### src/rtl/rock_spawner.sv
// rock_spawner: frame-timed spawn scheduler for the rock pool.
// Picks a free slot round-robin, derives an edge position and inward direction
// from an LFSR, pulses the slot's start and confirms activation. Also turns
// hit flags and clear_all into one-cycle rock_reset pulses.
module rock_spawner #(
  parameter int unsigned NUM_ROCKS    = 8,
  parameter int unsigned SPAWN_PERIOD = 120,
  parameter int unsigned SCREEN_W     = 640,
  parameter int unsigned SCREEN_H     = 480,
  parameter logic [15:0] LFSR_SEED    = 16'hACE1
) (
  input  logic                 clk60hz,
  input  logic                 reset,
  input  logic                 enable,
  input  logic                 clear_all,
  input  logic [NUM_ROCKS-1:0] in_use,
  input  logic [NUM_ROCKS-1:0] hit,
  output logic [NUM_ROCKS-1:0] start,
  output logic [NUM_ROCKS-1:0] rock_reset,
  output logic [9:0]           init_x,
  output logic [9:0]           init_y,
  output logic [2:0]           dir_x,
  output logic [2:0]           dir_y,
  output logic [7:0]           spawn_count,
  output logic                 spawn_fail
);

  localparam int unsigned PW = $clog2(NUM_ROCKS);
  localparam int unsigned TW = $clog2(SPAWN_PERIOD);
  localparam logic [TW-1:0] RELOAD = TW'(SPAWN_PERIOD - 1);
  localparam logic [PW-1:0] LAST_SLOT = PW'(NUM_ROCKS - 1);
  localparam logic [9:0] X_MAX = 10'(SCREEN_W - 1);
  localparam logic [9:0] Y_MAX = 10'(SCREEN_H - 1);

  typedef enum logic [1:0] {IDLE, PICK, LAUNCH, CONFIRM} state_t;

  state_t              state_q, state_d;
  logic [TW-1:0]       timer_q, timer_d;
  logic                pending_q, pending_d;
  logic [PW-1:0]       rr_q, rr_d;
  logic [PW-1:0]       slot_q, slot_d;
  logic [15:0]         lfsr_q, lfsr_d;
  logic [9:0]          ix_q, ix_d, iy_q, iy_d;
  logic [2:0]          dx_q, dx_d, dy_q, dy_d;
  logic [7:0]          count_q, count_d;
  logic                fail_q, fail_d;
  logic [NUM_ROCKS-1:0] rst_q, rst_d;

  logic                tick;
  logic                found;
  logic [PW-1:0]       pick, idx;
  logic [9:0]          r, rx, ry, gx, gy;
  logic [1:0]          edge_sel, spx, spy, spx_nz, spy_nz;
  logic [2:0]          gdx, gdy;

  // Frame timer: counts down while enabled, ticks on reaching zero.
  always_comb begin
    tick    = enable && (timer_q == '0);
    timer_d = timer_q;
    if (clear_all)     timer_d = RELOAD;
    else if (enable)   timer_d = (timer_q == '0) ? RELOAD : timer_q - TW'(1);
    lfsr_d  = {lfsr_q[14:0], lfsr_q[15] ^ lfsr_q[13] ^ lfsr_q[12] ^ lfsr_q[10]};
  end

  // Round-robin search for the first free slot starting at rr_q.
  always_comb begin
    found = 1'b0;
    pick  = '0;
    idx   = '0;
    for (int unsigned i = 0; i < NUM_ROCKS; i++) begin
      idx = PW'((32'(rr_q) + i) % NUM_ROCKS);
      if (!found && !in_use[idx]) begin
        found = 1'b1;
        pick  = idx;
      end
    end
  end

  // Spawn geometry from the current LFSR value.
  always_comb begin
    edge_sel = lfsr_q[1:0];
    r        = lfsr_q[11:2];
    rx       = (32'(r) >= SCREEN_W) ? r - 10'd512 : r;
    ry       = (32'(r) >= SCREEN_H) ? r - 10'd512 : r;
    spx      = lfsr_q[14:13];
    spy      = {lfsr_q[15], lfsr_q[0]};
    spx_nz   = (spx == 2'd0) ? 2'd1 : spx;
    spy_nz   = (spy == 2'd0) ? 2'd1 : spy;
    gx       = rx;
    gy       = '0;
    gdx      = {lfsr_q[12], spx};
    gdy      = {1'b0, spy_nz};
    case (edge_sel)
      2'd0: begin gx = rx;    gy = '0;    gdx = {lfsr_q[12], spx}; gdy = {1'b0, spy_nz};     end
      2'd1: begin gx = rx;    gy = Y_MAX; gdx = {lfsr_q[12], spx}; gdy = {1'b1, spy_nz};     end
      2'd2: begin gx = '0;    gy = ry;    gdx = {1'b0, spx_nz};    gdy = {lfsr_q[12], spy};  end
      default: begin gx = X_MAX; gy = ry; gdx = {1'b1, spx_nz};    gdy = {lfsr_q[12], spy};  end
    endcase
  end

  // Spawn FSM next state; clear_all aborts any spawn in flight.
  always_comb begin
    state_d   = state_q;
    pending_d = pending_q;
    slot_d    = slot_q;
    rr_d      = rr_q;
    count_d   = count_q;
    fail_d    = fail_q;
    ix_d      = ix_q;
    iy_d      = iy_q;
    dx_d      = dx_q;
    dy_d      = dy_q;
    if (clear_all) begin
      state_d   = IDLE;
      pending_d = 1'b0;
    end else begin
      if (tick && state_q != IDLE) pending_d = 1'b1;
      case (state_q)
        IDLE: begin
          if ((tick || pending_q) && enable) begin
            state_d   = PICK;
            pending_d = 1'b0;
          end
        end
        PICK: begin
          if (found) begin
            slot_d  = pick;
            ix_d    = gx;
            iy_d    = gy;
            dx_d    = gdx;
            dy_d    = gdy;
            state_d = LAUNCH;
          end else begin
            state_d = IDLE;
          end
        end
        LAUNCH: state_d = CONFIRM;
        CONFIRM: begin
          if (in_use[slot_q]) begin
            if (count_q != 8'hFF) count_d = count_q + 8'd1;
            rr_d = (slot_q == LAST_SLOT) ? '0 : slot_q + PW'(1);
          end else begin
            fail_d = 1'b1;
          end
          state_d = IDLE;
        end
        default: state_d = IDLE;
      endcase
    end
  end

  // Start pulse during LAUNCH, suppressed by clear_all or reset in that cycle.
  always_comb begin
    start = '0;
    if (state_q == LAUNCH && !clear_all && !reset) start = NUM_ROCKS'(1) << slot_q;
    rst_d = clear_all ? '1 : (hit & ~start);
  end

  // State registers with synchronous active-high reset.
  always_ff @(posedge clk60hz) begin
    if (reset) begin
      state_q   <= IDLE;
      timer_q   <= RELOAD;
      pending_q <= 1'b0;
      rr_q      <= '0;
      slot_q    <= '0;
      lfsr_q    <= LFSR_SEED;
      ix_q      <= '0;
      iy_q      <= '0;
      dx_q      <= '0;
      dy_q      <= '0;
      count_q   <= '0;
      fail_q    <= 1'b0;
      rst_q     <= '0;
    end else begin
      state_q   <= state_d;
      timer_q   <= timer_d;
      pending_q <= pending_d;
      rr_q      <= rr_d;
      slot_q    <= slot_d;
      lfsr_q    <= lfsr_d;
      ix_q      <= ix_d;
      iy_q      <= iy_d;
      dx_q      <= dx_d;
      dy_q      <= dy_d;
      count_q   <= count_d;
      fail_q    <= fail_d;
      rst_q     <= rst_d;
    end
  end

  assign rock_reset  = rst_q;
  assign init_x      = ix_q;
  assign init_y      = iy_q;
  assign dir_x       = dx_q;
  assign dir_y       = dy_q;
  assign spawn_count = count_q;
  assign spawn_fail  = fail_q;

endmodule

### config.mk
export PLATFORM = sky130hd
export DESIGN_NAME = rock_spawner
export DESIGN_NICKNAME = d
export VERILOG_FILES = /design/src/rtl/rock_spawner.sv
export SDC_FILE = /design/constraint.sdc
export NUM_CORES = 1
export LEC_CHECK = 0
export CAP_MARGIN = 20
export CORE_ASPECT_RATIO = 1.5
export CORE_MARGIN = 4
export CORE_UTILIZATION = 55
export CTS_BUF_LIST = sky130_fd_sc_hd__clkbuf_8
export DETAILED_ROUTE_END_ITERATION = 10
export PLACE_DENSITY_LB_ADDON = 0.3
export SYNTH_ARGS = -nofsm -noshare
export SYNTH_HDL_FRONTEND = slang
export SYNTH_SLANG_ARGS = --single-unit
export TNS_END_PERCENT = 10
### constraint.sdc
create_clock -name clk60hz -period 4.6 [get_ports clk60hz]
set_clock_uncertainty 0.1 [all_clocks]
set_input_delay 0.69 -clock clk60hz [delete_from_list [all_inputs] [get_ports clk60hz]]
set_output_delay 0.69 -clock clk60hz [all_outputs]
set_load 0.005 [all_outputs]
==> results.sh <==
export IMPL_status="finished clean"
export IMPL_avgSynthCellArea_um2=9.16
export IMPL_fill_cells=617
export IMPL_numPortBuffers=70
export IMPL_crit_arrival_ns=2.91
export IMPL_cpMaxStageDelayCell="nor4b_1"
export IMPL_crit_fanout=15
export IMPL_holdPathEnd="timer_q[6]"
export IMPL_io_pins=71
export IMPL_cts_setup_buffers=0
export IMPL_synth_flop_cell="dfxtp_1"
export IMPL_yosysTopAreaCell="dfxtp_1"
export IMPL_synth_edff_count=0
export IMPL_synthTopCellsByArea="dfxtp_1 (37%), a211oi_2 (6.2%), nor2_1 (5.8%)"
export IMPL_cp_required_ns=3.81
export IMPL_clk_path_buf_depth=2
export IMPL_die_y_um=113
export IMPL_hold_viol=0
export IMPL_r2r_end="init_x[5]"
export IMPL_drtPass1Iterations=4
export IMPL_gp_congestion=0.916
export IMPL_antenna_found_initial=0
export IMPL_r2r_cells=9
export IMPL_tightestPinTransition_ns=0.909
export IMPL_antenna_left=0
export IMPL_synth_seq_cells=75
export IMPL_p_int_mw=0.993
export IMPL_grt_total_usage_pct=22.6
export IMPL_hold_buffers=0
export IMPL_chipWidth_um=78.1
export IMPL_fmax_mhz=270
export IMPL_min_path_cells=2
export IMPL_rsz0062_at_grt="false"
export IMPL_path_class="input pin to output pin"
export IMPL_p_comb_share_pct=10.8
export IMPL_drc=0
export IMPL_reg2reg_setup_slack_ns=0.97
export IMPL_numCtsBuffers=9
export IMPL_via_per_inst=5.69
export IMPL_power_leakage_nw=1.78
export IMPL_yosysMostFrequentCell="dfxtp_1"
export IMPL_async_reset_ff_share_pct=0
export IMPL_synth_commonest_cells="dfxtp_1 (75), nor2_1 (63), a21oi_1 (38)"
export IMPL_path_cells="clkdlybuf4s50_1, nor4b_1, nand3_1, inv_1, clkdlybuf4s50_1"
export IMPL_hold_ws_ns=0.369
export IMPL_final_cell_area_um2=4960
export IMPL_slew_headroom_pct=38.8
export IMPL_tns_ns=0
export IMPL_regArea_um2=1500
export IMPL_drive_above_1_share_pct=14.2
export IMPL_antenna_cells=0
export IMPL_placementRows=38
export IMPL_power_frac_clock_pct=38.2
export IMPL_min_delay_start="timer_q[6]"
export IMPL_ir_drop_v=0.000257
export IMPL_start_util_pct=56.0
export IMPL_switching_share_pct=25.5
export IMPL_cts_resized=0
export IMPL_cts_htree_levels=3
export IMPL_yosysUniqueCellTypes=64
export IMPL_path_common_cell="clkdlybuf4s50_1"
export IMPL_synth_nets=472
export IMPL_cts_tree="built"
export IMPL_clkTransAtPathRegs_ns=0.07
export IMPL_synth_area_um2=4050
export IMPL_syn2layout_area_growth_pct=22.4
export IMPL_wirelength_mm=9.83
export IMPL_multi_input_comb_area_um2=2320
export IMPL_r2r_start="rr_q[0]"
export IMPL_drt_iter0_markers=135
export IMPL_p_per_area_nw_per_um2=269
export IMPL_synthCells=442
export IMPL_ctsRootBufferMaster="clkbuf_8"
export IMPL_seqPwrFrac_pct=51.0
export IMPL_dpl_cell_area_um2=4750
export IMPL_finalCriticalPeriod_ns=3.70
export IMPL_finalSetupViolations=0
export IMPL_grt_max_degree=51
export IMPL_grt_pass1_wl_mm=16.1
export IMPL_end_kind="output pin"
export IMPL_route_vias_total=3451
export IMPL_p_switching_mw=0.340
export IMPL_grt_pass1_vias=3392
export IMPL_cp_start_kind="input pin"
export IMPL_die_area_um2=8830
export IMPL_synth_top_area_share_pct=37.1
export IMPL_nets=531
export IMPL_grt_overflow_total=0
export IMPL_finalMaxSlewViolations=0
export IMPL_ys_warn_count=0
export IMPL_instances_no_fill=606
export IMPL_cts_sink_count=75
export IMPL_yosysSeqAreaShare_pct=37.1
export IMPL_dp_hpwl_mm=7.15
export IMPL_period_share_pct=80.5
export IMPL_clock_latency_ns=0.35
export IMPL_hold_class="register to register"
export IMPL_core_area_um2=7230
export IMPL_post_drt_wl_per_cell_um=16.2
export IMPL_place_inst=590
export IMPL_maxCapViolations=0
export IMPL_slowest_delay_ns=0.78
sequential cells by signal (all words and copies together), names as in the netlist, named ones only:
name	count
spawn_fail	1
spawn_count	8
lfsr_q	16
dir_x	3
rr_q	3
init_x	10
dir_y	3
init_y	10
pending_q	1
slot_q	3
timer_q	7
rock_reset	8
state_q	1
cell type report:
class	count	area share [%]
Multi-Input combinational cell	318	46.7
Tap cell	100	2.52
Clock inverter	6	1.31
Inverter	23	1.74
Clock buffer	10	2.78
Sequential cell	75	30.3
Timing Repair Buffer	74	14.6
per-layer routing:
layer	wire, um	global-route usage (%)	part of all wire [%]
met4	454	12.3	4.6
met1	4050	26.9	41
met5	0	0	0
met3	333	3.90	3.4
met2	4990	38.6	51
critical path, delay by kind of cell:
kind | cells | cell delay, ns
AND/OR/NAND/NOR | 2 | 0.97
buffers and inverters | 3 | 1.25
power by group through the flow:
stage / clock [mW] / combinational, mW / sequential [mW]
2_1_floorplan: 0 / 0.0952 / 0.687
3_3_place_gp: 0 / 0.141 / 0.694
3_5_place_dp: 0 / 0.142 / 0.695
4_1_cts: 0.519 / 0.144 / 0.679
5_1_grt: 0.550 / 0.157 / 0.682
6_report: 0.510 / 0.144 / 0.680
how the worst max path moves through the flow:
stage                    from  endpoint  slack (ns)  cells past startpoint
floorplan             rr_q[1]  dir_x[0]        1.35                     13
global placement    clear_all  start[5]        1.04                      5
detailed placement  in_use[3]  dir_x[1]        0.90                      8
CTS                 clear_all  start[6]        0.92                      5
global route        clear_all  start[6]        0.75                      5
finish              clear_all  start[6]        0.90                      5
cell usage in the layout (no fill, tap or decap), drive strengths merged, types with 3 or more instances in the layout:
master         netlist  layout
xor2                10      10
dfxtp               75      75
nand2               32      32
nand3b               4       4
nor3                 3       3
nor2                63      63
mux2i               10      10
mux2                 7       7
nor2b               12      12
inv                 23      23
clkbuf              10      10
o21ai               14      14
o22ai                6       6
xnor2                8       8
ha                  10      10
nand2b               7       7
a211oi              22      22
nor4                 3       3
clkdlybuf4s50        0      69
a21oi               38      38
nand3                8       8
buf                 16       5
nor4b                3       3
or2                  7       7
mux4                12      12
clkinv               0       4
metrics by stage:
stage	total power, mW	util, %	worst slack, ns
finish	1.33	68.6	0.898
global route	1.39	68.6	0.749
CTS	1.34	68.6	0.919
detailed placement	0.837	65.8	0.904
global placement	0.834	65.8	1.04
floorplan	0.782	-	1.35
cells by family after synthesis:
group,share of synthesized area (%)
xor+xnor,3.89
simple gates,18.8
flops,37.1
fa+ha+maj,3.09
compound gates,19.7
buf+inv,5.75
mux,11.6
No activity file was read; power rests on OpenSTA's default activity.
